===== src/rtl/cgra_column_bus_arbiter.sv =====
// Round-robin arbiter merging N_COLS column OBI master ports onto one OBI master port.
// Keeps the selection locked while the downstream stalls and routes responses back to the
// originating column through an in-order FIFO of granted column indices.
module cgra_column_bus_arbiter #(
  parameter int unsigned N_COLS    = 4,
  parameter int unsigned ADDR_W    = 32,
  parameter int unsigned DATA_W    = 32,
  parameter int unsigned MAX_OUTST = 2
) (
  input  logic                       clk_i,
  input  logic                       rst_i,
  // Column side
  input  logic [N_COLS-1:0]          col_req_i,
  output logic [N_COLS-1:0]          col_gnt_o,
  input  logic [N_COLS*ADDR_W-1:0]   col_addr_i,
  input  logic [N_COLS-1:0]          col_we_i,
  input  logic [N_COLS*DATA_W/8-1:0] col_be_i,
  input  logic [N_COLS*DATA_W-1:0]   col_wdata_i,
  output logic [N_COLS-1:0]          col_rvalid_o,
  output logic [DATA_W-1:0]          col_rdata_o,
  // Crossbar side
  output logic                       bus_req_o,
  output logic [ADDR_W-1:0]          bus_addr_o,
  output logic                       bus_we_o,
  output logic [DATA_W/8-1:0]        bus_be_o,
  output logic [DATA_W-1:0]          bus_wdata_o,
  input  logic                       bus_gnt_i,
  input  logic                       bus_rvalid_i,
  input  logic [DATA_W-1:0]          bus_rdata_i,
  output logic                       err_o
);

  localparam int unsigned BE_W  = DATA_W / 8;
  localparam int unsigned IDX_W = $clog2(N_COLS);
  localparam int unsigned PTR_W = (MAX_OUTST > 1) ? $clog2(MAX_OUTST) : 1;
  localparam int unsigned CNT_W = $clog2(MAX_OUTST + 1);

  logic [IDX_W-1:0] rr_ptr_q, rr_ptr_d;
  logic             locked_q, locked_d;
  logic [IDX_W-1:0] lock_idx_q, lock_idx_d;
  logic [PTR_W-1:0] wr_ptr_q, wr_ptr_d;
  logic [PTR_W-1:0] rd_ptr_q, rd_ptr_d;
  logic [CNT_W-1:0] cnt_q, cnt_d;
  logic             err_q, err_d;
  logic [IDX_W-1:0] fifo_q [MAX_OUTST];

  logic [IDX_W-1:0] sel_scan;
  logic             found;
  logic [IDX_W-1:0] sel;
  logic             not_full;
  logic             issue;
  logic             push;
  logic             pop;

  // First requesting column at or above rr_ptr, wrapping modulo N_COLS
  always_comb begin
    sel_scan = '0;
    found    = 1'b0;
    for (int unsigned k = 0; k < N_COLS; k++) begin
      if (!found && col_req_i[(32'(rr_ptr_q) + k) % N_COLS]) begin
        found    = 1'b1;
        sel_scan = IDX_W'((32'(rr_ptr_q) + k) % N_COLS);
      end
    end
  end

  // Selection, issue and handshake qualifiers
  always_comb begin
    sel      = locked_q ? lock_idx_q : sel_scan;
    not_full = (cnt_q < CNT_W'(MAX_OUTST));
    // locked keeps the request alive even if the column illegally withdraws it
    issue    = ((|col_req_i) | locked_q) & not_full & ~rst_i;
    push     = issue & bus_gnt_i;
    pop      = bus_rvalid_i & (cnt_q != '0) & ~rst_i;
  end

  // Merged request payload, zeroed whenever no request is issued
  always_comb begin
    bus_req_o   = issue;
    bus_addr_o  = '0;
    bus_we_o    = 1'b0;
    bus_be_o    = '0;
    bus_wdata_o = '0;
    if (issue) begin
      bus_addr_o  = col_addr_i[32'(sel)*ADDR_W +: ADDR_W];
      bus_we_o    = col_we_i[sel];
      bus_be_o    = col_be_i[32'(sel)*BE_W +: BE_W];
      bus_wdata_o = col_wdata_i[32'(sel)*DATA_W +: DATA_W];
    end
  end

  // Column grant and response routing
  always_comb begin
    col_gnt_o    = '0;
    col_rvalid_o = '0;
    if (push) col_gnt_o[sel] = 1'b1;
    if (pop)  col_rvalid_o[fifo_q[rd_ptr_q]] = 1'b1;
    col_rdata_o  = rst_i ? '0 : bus_rdata_i;
    err_o        = err_q & ~rst_i;
  end

  // Next-state for arbitration, lock, FIFO pointers, count and error
  always_comb begin
    rr_ptr_d   = rr_ptr_q;
    locked_d   = locked_q;
    lock_idx_d = lock_idx_q;
    wr_ptr_d   = wr_ptr_q;
    rd_ptr_d   = rd_ptr_q;
    cnt_d      = cnt_q;
    err_d      = err_q | (bus_rvalid_i & (cnt_q == '0));

    if (push) begin
      rr_ptr_d = (sel == IDX_W'(N_COLS - 1)) ? '0 : sel + IDX_W'(1);
      locked_d = 1'b0;
      wr_ptr_d = (wr_ptr_q == PTR_W'(MAX_OUTST - 1)) ? '0 : wr_ptr_q + PTR_W'(1);
    end else if (issue) begin
      locked_d   = 1'b1;
      lock_idx_d = sel;
    end

    if (pop) begin
      rd_ptr_d = (rd_ptr_q == PTR_W'(MAX_OUTST - 1)) ? '0 : rd_ptr_q + PTR_W'(1);
    end

    unique case ({push, pop})
      2'b10:   cnt_d = cnt_q + CNT_W'(1);
      2'b01:   cnt_d = cnt_q - CNT_W'(1);
      default: cnt_d = cnt_q;
    endcase
  end

  // Control state with synchronous reset
  always_ff @(posedge clk_i) begin
    if (rst_i) begin
      rr_ptr_q   <= '0;
      locked_q   <= 1'b0;
      lock_idx_q <= '0;
      wr_ptr_q   <= '0;
      rd_ptr_q   <= '0;
      cnt_q      <= '0;
      err_q      <= 1'b0;
    end else begin
      rr_ptr_q   <= rr_ptr_d;
      locked_q   <= locked_d;
      lock_idx_q <= lock_idx_d;
      wr_ptr_q   <= wr_ptr_d;
      rd_ptr_q   <= rd_ptr_d;
      cnt_q      <= cnt_d;
      err_q      <= err_d;
    end
  end

  // FIFO storage; contents are only read behind valid pointers so need no reset
  always_ff @(posedge clk_i) begin
    if (push) fifo_q[wr_ptr_q] <= sel;
  end

endmodule


===== config.mk =====
export PLATFORM = sky130hd
export DESIGN_NAME = cgra_column_bus_arbiter
export DESIGN_NICKNAME = d
export VERILOG_FILES = /design/src/rtl/cgra_column_bus_arbiter.sv
export SDC_FILE = /design/constraint.sdc
export NUM_CORES = 1
export LEC_CHECK = 0
export BUFFER_PORTS_ARGS = -buffer_cell sky130_fd_sc_hd__buf_2
export CORE_AREA = 2 2 166 168
export DETAILED_ROUTE_END_ITERATION = 7
export DIE_AREA = 0 0 168 170
export GPL_TIMING_DRIVEN = 0
export PLACE_DENSITY_LB_ADDON = 0.12
export SLEW_MARGIN = 10
export SYNTH_ARGS = -nofsm -noshare
export SYNTH_HDL_FRONTEND = slang
export SYNTH_SLANG_ARGS = --single-unit

===== constraint.sdc =====
create_clock -name clk_i -period 2.4 [get_ports clk_i]
set_input_delay 0.12 -clock clk_i [delete_from_list [all_inputs] [get_ports clk_i]]
set_output_delay 0.12 -clock clk_i [all_outputs]
set_load 0.01 [all_outputs]

==> metrics.txt <==
fin crit share 96.4%; fin. max-slew vios 0; reg2reg end cnt_q[1]$_SDFFE_PP0P_; Hold Path Sink err_q$_SDFF_PP0_; CP endpoint kind output pin; net count of the finished layout around 1100; unrepaired setup endpoints after global routing yes; worst hold start bus_rvalid_i; # setup viols final 0; Post-Syn Area 3080 um^2; Post-synth EDFFs 4; Reg2Reg Launch Point locked_q$_SDFFE_PP0P_; area leader, netlist mux2i_1; Pwr Density approximately 380 nW/um^2; Post-route DRC 0; area grow syn2layout 99.5%; Post-synth top cells 139 x mux2i_1, 59 x o22ai_1, 34 x nor2b_1, 19 x nor2_1, 17 x buf_2; endpoints failing hold 0; DRT Wirelength 19700 um; synthesized instance count 374; gr usage total between 10% and 20%; Slew @ Worst Pin just over 0.5 ns; crit path kind flop to output pin; fin util 23.0%; fin crit period ~2.3 ns; gr ovfl total 0; die width 168 um; CP Buf/Inv Count 2; Worst-path clk slew approximately 0.050 ns; Critical Path, Cell by Cell nand2b_4 -> a21oi_1 -> o211a_4 -> or3b_4 -> clkbuf_2 -> o22ai_1 -> buf_2; worst hold path depth 3; CTS tree built; Worst setup SP type flop; highest ir drop seen on vdd between 150 and 200 uV; row count 60; worst setup margin 0.0866 ns; Pleak 3.08 nW; first-pass GRT wire length 26900 um; max frequency 432 MHz; Crit path max-delay family simple AND/OR/NAND/NOR gates; Routed Antenna Nets 0; worst rel slew slack 65.6%; Yosys cell types 38; dominant cells by area after synthesis mux2i_1 45%, o22ai_1 12%, dfxtp_1 7.2%; worst skew pair latency 0.24 ns; worst slack at placement -0.523 ns; status complete, no violations; CTS Root Cell clkbuf_16; Worst path max stage delay about 0.5 ns; vias in the first global route around 4600; R2R depth 9; DRT iter0 DRCs between 100 and 150; initial antenna violation count 0; Die ar. around 29000 um^2; DR WL/cell 16.9 um; ys flop type dfxtp_1; post-synth top area share about 45%; Num CTS Buffers 3; Syn. warnings 0; Mapped Avg Cell Area 8.22 um^2; drt via density a little under 4; Layout Skew 0.00398 ns; clock tree sinks 15; asr flop ratio synth 0%; RePlAce Congestion 0.801; R2R setup slack 0.17 ns; maxcap violations 0; Clock Tree Buf Depth 2; Core ar. 26700 um^2; largest net degree at the start of global routing 12; WP data arrival roughly 2.2 ns; Final HPWL DP 16600 um; Syn Nets 692; H-tree levels 1; setup TNS 0 ns; Min Hold Slack 0.114 ns; most common cell in the synthesized netlist mux2i_1; register bit total from synthesis 15; first-pass iteration count of the detailed router 4; CP max FO 10; Crit-path slowest cell or3b_4; Starting Density 11.5%; I/O Pins 427; Die Height 170 um; # port buffers about 430; worst hold path class primary input to flop; Worst Path Required between 2 and 2.5 ns; sequential fraction of the synthesis area 11.1%; ratio of cells with drive above 1 in the final layout between 60% and 70%; vias post-DR between 4000 and 5000
-- kinds of logic (layout without fill, tap and decap cells) --
logic type	count (synthesis)	count (layout)	share of synthesized area, %
mux	139	139	45.2
compound gates	92	92	21.2
simple gates	76	76	13.5
buf+inv	46	491	7.04
flops	15	15	11.1
xor+xnor	4	4	1.14
fa+ha+maj	2	2	0.814
other cells	0	1	0
-- through the flow --
stage	std cells	power [mW]	cell area [um^2]
after detailed placement	1140	1.87	5630
after CTS	1146	2.29	5890
after global placement	1140	1.89	5630
after floorplan	374	1.16	3080
final	1161	2.34	6140
after global routing	1160	2.51	6130
-- registers in the layout (all words and copies together), names as in the netlist, named ones only --
register	flops
cnt_q	2
rd_ptr_q	1
lock_idx_q	2
locked_q	1
rr_ptr_q	2
wr_ptr_q	1
fifo_q	4
err_q	1
-- routing by layer --
| layer | global-route usage (%) | routed length (um) | vias to the layer above |
|---|---|---|---|
| li1 | - | - | 2314 |
| met1 | 14.1 | 7780 | 2050 |
| met2 | 23.9 | 10400 | 224 |
| met3 | 2.16 | 1200 | 12 |
| met4 | 2.27 | 265 | 0 |
| met5 | 0 | 0 | - |
-- how the worst max path moves through the flow --
stage | endpoint | slack (ns) | depth (start not counted) | start
after floorplan | cnt_q[1]$_SDFFE_PP0P_ | 0.24 | 8 | locked_q$_SDFFE_PP0P_
after global placement | bus_wdata_o[2] | -0.48 | 9 | rr_ptr_q[1]$_SDFFE_PP0N_
after detailed placement | bus_wdata_o[2] | -0.52 | 9 | rr_ptr_q[1]$_SDFFE_PP0N_
after CTS | bus_wdata_o[2] | 0.003 | 9 | rr_ptr_q[1]$_SDFFE_PP0N_
after global routing | bus_wdata_o[6] | -0.005 | 10 | rr_ptr_q[0]$_SDFFE_PP0N_
final | bus_wdata_o[25] | 0.09 | 7 | rr_ptr_q[0]$_SDFFE_PP0N_
-- layout by cell type (no fill, tap or decap), types with 7 or more instances in the layout --
cell	n
inv_1	7
o22ai_2	19
o22ai_1	50
nor2_1	19
buf_4	22
nor2b_1	34
dfxtp_1	8
mux2i_1	134
clkbuf_2	7
buf_2	430
-- layout make-up --
cell class	instances	area [um^2]
Multi-Input combinational cell	313	2650
Tap cell	341	427
Sequential cell	15	347
Timing Repair Buffer	442	2300
Fill cell	3033	20500
Antenna cell	1	2.50
Clock buffer	4	78.8
Inverter	8	33.8
Buffer	37	300
-- worst min-delay path, stage by stage --
cell	delay, ns
buf_2	0.09
a21oi_1	0.05
nor2_1	0.07
-- timing repair --
action	4_1_cts	5_1_grt
hold buffers	0	0
cloned	0	2
setup buffers	2	13
setup endpoints to repair	73	54
gates resized for setup	49	30
hold endpoints to repair	0	0
pin swaps	1	5
-- power by group --
group | internal [mW] | total, mW | switching [mW]
Sequential | 0.288 | 0.310 | 0.0218
Combinational | 0.841 | 1.70 | 0.863
Clock | 0.225 | 0.323 | 0.0979
No activity file was read; power rests on OpenSTA's default activity.
